**src/rtl/soda_change_dispenser_pkg.sv**
```systemverilog
// Shared types and constants for the soda change dispenser.
// Optional coin counter is enabled by defining SODA_COIN_COUNT_EN.
package soda_pkg;

    typedef enum logic [1:0] {
        ST_IDLE  = 2'd0,
        ST_ISSUE = 2'd1,
        ST_DONE  = 2'd2
    } state_t;

    localparam logic [1:0] COIN_NICKEL  = 2'd0;
    localparam logic [1:0] COIN_DIME    = 2'd1;
    localparam logic [1:0] COIN_QUARTER = 2'd2;

    localparam int DEF_WIDTH   = 8;
    localparam int DEF_QUARTER = 25;
    localparam int DEF_DIME    = 10;
    localparam int DEF_NICKEL  = 5;

    localparam int COIN_CNT_W   = 5;

endpackage

```
**src/rtl/soda_change_dispenser_if.sv**
```systemverilog
// Request/coin-out bundle of the change dispenser.
// coin_cnt exists only when SODA_COIN_COUNT_EN is defined.
interface soda_change_dispenser_if
    import soda_pkg::*;
#(
    parameter int WIDTH = DEF_WIDTH
);
    logic             start;
    logic [WIDTH-1:0] tot;
    logic [WIDTH-1:0] s;
    logic             coin_rdy;
    logic             coin_vld;
    logic [1:0]       coin_sel;
    logic             busy;
    logic             done;
    logic             err;
    logic [WIDTH-1:0] remainder;
`ifdef SODA_COIN_COUNT_EN
    logic [COIN_CNT_W-1:0] coin_cnt;
`endif

    // master: vend controller plus coin ejector; slave: the dispenser
    modport master (
        output start, tot, s, coin_rdy,
        input  coin_vld, coin_sel, busy, done, err, remainder
`ifdef SODA_COIN_COUNT_EN
        , input coin_cnt
`endif
    );

    modport slave (
        input  start, tot, s, coin_rdy,
        output coin_vld, coin_sel, busy, done, err, remainder
`ifdef SODA_COIN_COUNT_EN
        , output coin_cnt
`endif
    );

endinterface

```
**src/rtl/n_bit_adder.sv**
```systemverilog
// Ripple-carry adder primitive: sum = a + b + cin, with carry out.
module n_bit_adder #(
    parameter int N = 8
) (
    input  logic [N-1:0] a,
    input  logic [N-1:0] b,
    input  logic         cin,
    output logic [N-1:0] sum,
    output logic         cout
);
    logic [N:0] carry;

    assign carry[0] = cin;

    for (genvar gi = 0; gi < N; gi++) begin : g_fa
        assign sum[gi]     = a[gi] ^ b[gi] ^ carry[gi];
        assign carry[gi+1] = (a[gi] & b[gi]) | (carry[gi] & (a[gi] ^ b[gi]));
    end

    assign cout = carry[N];

endmodule

```
**src/rtl/n_bit_reg.sv**
```systemverilog
// Load-enabled register primitive with synchronous active-high clear.
module n_bit_reg #(
    parameter int N = 8
) (
    input  logic         clk,
    input  logic         srst,
    input  logic         en,
    input  logic [N-1:0] d,
    output logic [N-1:0] q
);
    for (genvar gi = 0; gi < N; gi++) begin : g_bit
        always_ff @(posedge clk) begin
            if (srst) begin
                q[gi] <= 1'b0;
            end else if (en) begin
                q[gi] <= d[gi];
            end
        end
    end

endmodule

```
**src/rtl/soda_change_dispenser_coin_select.sv**
```systemverilog
// Greedy coin selector: largest coin not exceeding the change owed.
module soda_coin_select
    import soda_pkg::*;
#(
    parameter int WIDTH   = DEF_WIDTH,
    parameter int QUARTER = DEF_QUARTER,
    parameter int DIME    = DEF_DIME,
    parameter int NICKEL  = DEF_NICKEL
) (
    input  logic [WIDTH-1:0] chg,
    output logic [1:0]       coin_sel,
    output logic [WIDTH-1:0] coin_value
);
    localparam logic [WIDTH-1:0] QUARTER_V = WIDTH'(QUARTER);
    localparam logic [WIDTH-1:0] DIME_V    = WIDTH'(DIME);
    localparam logic [WIDTH-1:0] NICKEL_V  = WIDTH'(NICKEL);

    // Nickel is the fallback even below NICKEL; the FSM never issues it then.
    always_comb begin
        coin_sel   = COIN_NICKEL;
        coin_value = NICKEL_V;
        if (chg >= QUARTER_V) begin
            coin_sel   = COIN_QUARTER;
            coin_value = QUARTER_V;
        end else if (chg >= DIME_V) begin
            coin_sel   = COIN_DIME;
            coin_value = DIME_V;
        end
    end

endmodule

```
**src/rtl/soda_change_dispenser.sv**
```systemverilog
// Change-return controller: computes tot - s and ejects it coin by coin.
// Define SODA_COIN_COUNT_EN to add the per-transaction coin counter.
module soda_change_dispenser
    import soda_pkg::*;
#(
    parameter int WIDTH   = DEF_WIDTH,
    parameter int QUARTER = DEF_QUARTER,
    parameter int DIME    = DEF_DIME,
    parameter int NICKEL  = DEF_NICKEL
) (
    input  logic                   clk,
    input  logic                   rst,
    soda_change_dispenser_if.slave bus
);
    localparam logic [WIDTH-1:0] NICKEL_V = WIDTH'(NICKEL);

    state_t           state_reg, state_next;
    logic [WIDTH-1:0] chg_reg;
    logic             chg_load;
    logic [WIDTH-1:0] add_a, add_b, diff;
    logic             add_cout;
    logic [1:0]       sel;
    logic [WIDTH-1:0] coin_value;
    logic             coin_vld, busy, done;
    logic             xfer;
    logic             err_reg, err_next;

    soda_coin_select #(
        .WIDTH   (WIDTH),
        .QUARTER (QUARTER),
        .DIME    (DIME),
        .NICKEL  (NICKEL)
    ) u_select (
        .chg        (chg_reg),
        .coin_sel   (sel),
        .coin_value (coin_value)
    );

    // One subtractor serves both tot - s (IDLE) and chg - coin (ISSUE);
    // in IDLE its carry out doubles as the tot >= s compare.
    always_comb begin
        add_a = chg_reg;
        add_b = ~coin_value;
        if (state_reg == ST_IDLE) begin
            add_a = bus.tot;
            add_b = ~bus.s;
        end
    end

    n_bit_adder #(.N(WIDTH)) u_sub (
        .a    (add_a),
        .b    (add_b),
        .cin  (1'b1),
        .sum  (diff),
        .cout (add_cout)
    );

    assign xfer     = coin_vld & bus.coin_rdy;
    assign chg_load = ((state_reg == ST_IDLE) & bus.start & add_cout) | xfer;

    n_bit_reg #(.N(WIDTH)) u_chg (
        .clk  (clk),
        .srst (rst),
        .en   (chg_load),
        .d    (diff),
        .q    (chg_reg)
    );

    always_ff @(posedge clk) begin
        if (rst) begin
            state_reg <= ST_IDLE;
        end else begin
            state_reg <= state_next;
        end
    end

    always_comb begin
        state_next = state_reg;
        err_next   = 1'b0;
        case (state_reg)
            ST_IDLE: begin
                if (bus.start) begin
                    if (add_cout) begin
                        state_next = (diff == '0) ? ST_DONE : ST_ISSUE;
                    end else begin
                        err_next = 1'b1;
                    end
                end
            end
            ST_ISSUE: begin
                if (chg_reg < NICKEL_V) begin
                    state_next = ST_DONE;
                    err_next   = 1'b1;
                end else if (xfer) begin
                    if (diff < NICKEL_V) begin
                        state_next = ST_DONE;
                        err_next   = (diff != '0);
                    end
                end
            end
            ST_DONE: begin
                state_next = ST_IDLE;
            end
            default: begin
                state_next = ST_IDLE;
            end
        endcase
    end

    // A residue below a nickel at ISSUE entry is never offered as a coin.
    always_comb begin
        coin_vld = (state_reg == ST_ISSUE) & (chg_reg >= NICKEL_V);
        busy     = (state_reg != ST_IDLE);
        done     = (state_reg == ST_DONE);
    end

    always_ff @(posedge clk) begin
        if (rst) begin
            err_reg <= 1'b0;
        end else begin
            err_reg <= err_next;
        end
    end

    assign bus.coin_vld  = coin_vld;
    assign bus.coin_sel  = coin_vld ? sel : COIN_NICKEL;
    assign bus.busy      = busy;
    assign bus.done      = done;
    assign bus.err       = err_reg;
    assign bus.remainder = chg_reg;

`ifdef SODA_COIN_COUNT_EN
    logic [COIN_CNT_W-1:0] coin_cnt_reg;

    always_ff @(posedge clk) begin
        if (rst) begin
            coin_cnt_reg <= '0;
        end else if ((state_reg == ST_IDLE) && bus.start && add_cout) begin
            coin_cnt_reg <= '0;
        end else if (xfer && (coin_cnt_reg != '1)) begin
            coin_cnt_reg <= coin_cnt_reg + 1'b1;
        end
    end

    assign bus.coin_cnt = coin_cnt_reg;
`endif

endmodule

```
**src/flat_wrapper.sv**
```systemverilog
// flat-port wrapper written by rule: the top's interface ports become plain ports
module soda_change_dispenser_flat import soda_pkg::*;
#(
    parameter int WIDTH   = DEF_WIDTH,
    parameter int QUARTER = DEF_QUARTER,
    parameter int DIME    = DEF_DIME,
    parameter int NICKEL  = DEF_NICKEL
)
  (clk, rst, bus_start, bus_tot, bus_s, bus_coin_rdy, bus_coin_vld, bus_coin_sel, bus_busy, bus_done, bus_err, bus_remainder);
  soda_change_dispenser_if #(.WIDTH(WIDTH)) bus_i ();
  input  logic clk;
  input  logic rst;
  input wire logic [$bits(bus_i.start)-1:0] bus_start;
  input wire logic [$bits(bus_i.tot)-1:0] bus_tot;
  input wire logic [$bits(bus_i.s)-1:0] bus_s;
  input wire logic [$bits(bus_i.coin_rdy)-1:0] bus_coin_rdy;
  output wire logic [$bits(bus_i.coin_vld)-1:0] bus_coin_vld;
  output wire logic [$bits(bus_i.coin_sel)-1:0] bus_coin_sel;
  output wire logic [$bits(bus_i.busy)-1:0] bus_busy;
  output wire logic [$bits(bus_i.done)-1:0] bus_done;
  output wire logic [$bits(bus_i.err)-1:0] bus_err;
  output wire logic [$bits(bus_i.remainder)-1:0] bus_remainder;
  assign bus_i.start = bus_start;
  assign bus_i.tot = bus_tot;
  assign bus_i.s = bus_s;
  assign bus_i.coin_rdy = bus_coin_rdy;
  assign bus_coin_vld = bus_i.coin_vld;
  assign bus_coin_sel = bus_i.coin_sel;
  assign bus_busy = bus_i.busy;
  assign bus_done = bus_i.done;
  assign bus_err = bus_i.err;
  assign bus_remainder = bus_i.remainder;
  soda_change_dispenser #(.WIDTH(WIDTH), .QUARTER(QUARTER), .DIME(DIME), .NICKEL(NICKEL)) u_core (.clk(clk), .rst(rst), .bus(bus_i));
endmodule
```
**config.mk**
```make
export PLATFORM = sky130hd
export DESIGN_NAME = soda_change_dispenser_flat
export DESIGN_NICKNAME = d
export VERILOG_FILES = /design/src/rtl/soda_change_dispenser_pkg.sv /design/src/rtl/soda_change_dispenser_if.sv /design/src/rtl/n_bit_adder.sv /design/src/rtl/n_bit_reg.sv /design/src/rtl/soda_change_dispenser_coin_select.sv /design/src/rtl/soda_change_dispenser.sv /design/src/flat_wrapper.sv
export SDC_FILE = /design/constraint.sdc
export NUM_CORES = 1
export LEC_CHECK = 0
export ABC_AREA = 1
export BUFFER_PORTS_ARGS = -buffer_cell sky130_fd_sc_hd__buf_2
export CAP_MARGIN = 20
export CORE_ASPECT_RATIO = 0.8
export CORE_MARGIN = 4
export CORE_UTILIZATION = 49
export DETAILED_ROUTE_END_ITERATION = 12
export PLACE_DENSITY = 0.85
export SETUP_SLACK_MARGIN = 0.05
export SLEW_MARGIN = 20
export SYNTH_ARGS = -nofsm -noshare
export SYNTH_HDL_FRONTEND = slang
export SYNTH_HIERARCHICAL = 1
export SYNTH_SLANG_ARGS = --single-unit
export TNS_END_PERCENT = 20
```
**constraint.sdc**
```tcl
create_clock -name clk -period 5.93 [get_ports clk]
set_input_delay 1.186 -clock clk [delete_from_list [all_inputs] [get_ports clk]]
set_output_delay 1.186 -clock clk [all_outputs]
set_load 0.005 [all_outputs]
```
==> reports/qor.yml <==
floorplanning:
  design.core.area_um2: 2230
  initial_core_util_pct: 53.1
  rows: 15
  io_pins: 34
  die_h_um: 52.0
  dieWidth_um: 63.0
  die_area_um2: 3280
sta:
  period_share_pct: 83.7
  timing.fmax_mhz: 202
  worst_slew_pin_slew_ns: 0.593
  fin_crit_ns: 4.96
  fin_tns_setup_ns: 0
  clock_skew_ns: 0.00226
  worst_slew_margin_rel_pct: 60.3
  grt_setup_unrepaired: "no"
  hold_viol: 0
  drv_slew: 0
  finalSetupViolCount: 0
power:
  leakage_nw: 0.828
  power_density_nw_per_um2: 616
  clkPwrFrac_pct: 6.8
  p_int_mw: 0.373
  switchingPower_mw: 0.455
  power_frac_comb_pct: 76.2
  seqPwrFrac_pct: 17.1
  irDropWorstVdd_v: 0.000312
  switching_share_pct: 55.0
logic_synthesis:
  ys_async_sr_fraction_pct: 0
  synth_area_um2: 1190
  seq_area_frac_synth_pct: 18.6
  netlist.area_leader.share_pct: 18.6
  synth_area_leader_cell: "dfxtp_1"
  ys_ff_latch: 11
  ys_top_cells_by_area: "dfxtp_1 (19%), nand2_1 (16%), fa_1 (14%)"
  yosysUniqueCellTypes: 23
  yosysWarnings: 6
  ys.flop_type: "dfxtp_1"
  synth.avg_cell_area_um2: 6.18
  synth_edf_count: 0
  syn_inst: 192
drt:
  drtAntennaViolNets: 0
  dr_total_vias: 1163
  drcViolationCount: 0
  drtIter0Drc: 32
  routed_wl_um: 2630
  routedWlPerCell_um: 10.6
  dr.pass1.iters: 4
  routed_via_density: 4.69
clocking:
  numCtsBuffers: 3
  cts_max_level: 1
  post-cts-setup-buffers: 0
  post_cts_resized: 0
  clkTransAtPathRegs_ns: 0.08
  cts.path.max_buffers: 2
  clock_latency_ns: 0.28
  cts.root.buffer_cell: "clkbuf_4"
  holdBufCountCts: 0
  cts_tree: "yes"
  clock_sinks: 11
flow_run:
  maxCapViolCount: 0
critical_path:
  worstSetupEndpointType: "register"
  critPathKind: "input pin to register"
  critPathMaxFanout: 3
  required_ns: 6.16
  start_kind: "input pin"
  cp-startpoint: "bus_tot[0]"
  rr_startpoint: "u_core/state_reg[1]"
  worstPathArrival_ns: 5.20
hold_path:
  hp-start: "u_core/u_chg/q[2]"
  min_path_type: "register to register"
global_route:
  antenna_found_initial: 0
  track_usage_pct: 17.4
  overflow: 0
  first_global_vias: 1112
  grt_start_max_net_pins: 23
  grt_pass1_wl_um: 4530
cells_and_area:
  layout_common_cells: "nand2_1 (51), inv_1 (42), buf_2 (33)"
  layout_commonest_cell: "nand2_1"
  layout.nets: 252
  syn_to_final_growth_pct: 13.3
  fin_util_pct: 60.2
  fill_cells: 212
  largest_reg_flops: 8
  n_antenna_cell: 0
  layout-drive-gt1-share_pct: 22.0
run_status:
  outcome: "complete, no violations"
place:
  gp_congestion: 0.936
  io_buffers: 33
  hpwl_um: 2140
routing by layer:
layer / GRT usage [%] / up-vias / share of wire [%]
li1: - / 608 / -
met5: 0 / - / 0
met4: 3.66 / 0 / 1.0
met3: 5.62 / 4 / 7.1
met2: 29.4 / 34 / 47
met1: 21.7 / 517 / 45
per-stage QoR:
stage / hold WS, ns / cells / worst slack [ns] / cell area (um^2) / total power [mW]
after detailed placement: 0.531 / 244 / 0.674 / 1320 / 0.770
after global placement: 0.526 / 244 / 0.842 / 1320 / 0.750
after CTS: 0.540 / 248 / 0.976 / 1340 / 0.829
after global routing: 0.589 / 248 / 0.668 / 1340 / 0.939
final: 0.544 / 248 / 0.968 / 1340 / 0.827
after floorplan: 0.512 / 194 / 1.05 / 1190 / 0.664
final timing paths:
kind	end	slack (ns)	depth (start not counted)
worst max-delay path	u_core/state_reg[0]	0.97	23
worst min register to register	u_core/u_chg/q[2]	0.54	2
worst min-delay path	u_core/u_chg/q[2]	0.54	2
worst max register to register	u_core/state_reg[0]	1.06	22
critical path, stage by stage:
cell     delay (ns)
buf_2          0.09
nand2_1        0.05
o21ai_0        0.11
fa_1           0.44
inv_1          0.08
fa_1           0.16
inv_1          0.05
fa_1           0.39
fa_1           0.39
fa_1           0.39
fa_1           0.39
fa_1           0.38
inv_1          0.07
fa_1           0.40
inv_1          0.09
nor2_1         0.04
nand2_1        0.05
nor2_1         0.05
nand2_1        0.06
nand3_1        0.08
o21ai_1        0.11
nand2_1        0.06
inv_1          0.05
synth_stat cells, types with 3 or more instances:
cell     number
nor2_1       31
o21ai_0       6
dfxtp_1      11
nand2_2       3
inv_1        42
nand2_1      51
nor2_2        6
mux2i_1       8
fa_1          8
nand3_1       7
buf_4         5
final cells by class:
class / count / area, um^2 / share of cell area, %
tap: 25 / 31.3 / 2.33
sequential: 11 / 220 / 16.4
multi-input combinational: 130 / 728 / 54.2
clock buffer: 4 / 26.3 / 1.96
inverter: 44 / 165 / 12.3
timing repair buffer: 34 / 173 / 12.8
power groups by stage:
stage / clock network, mW / logic, mW / registers [mW]
floorplan: 0 / 0.527 / 0.138
global placement: 0 / 0.608 / 0.142
detailed placement: 0 / 0.627 / 0.143
CTS: 0.0571 / 0.631 / 0.141
global route: 0.0610 / 0.731 / 0.147
finish: 0.0559 / 0.630 / 0.141
kinds of logic (layout without fill, tap and decap cells):
family / after synthesis / in the layout / synth area share, %
DFF: 11 / 11 / 18.6
adders and majority gates: 8 / 8 / 13.5
AOI/OAI and AO/OA: 10 / 10 / 4.85
muxes: 8 / 8 / 6.75
other: 2 / 4 / 0.633
and+or+nand+nor: 100 / 100 / 35.0
buffers and inverters: 53 / 82 / 20.7
Note: power is estimated with default switching activity, not from simulation.
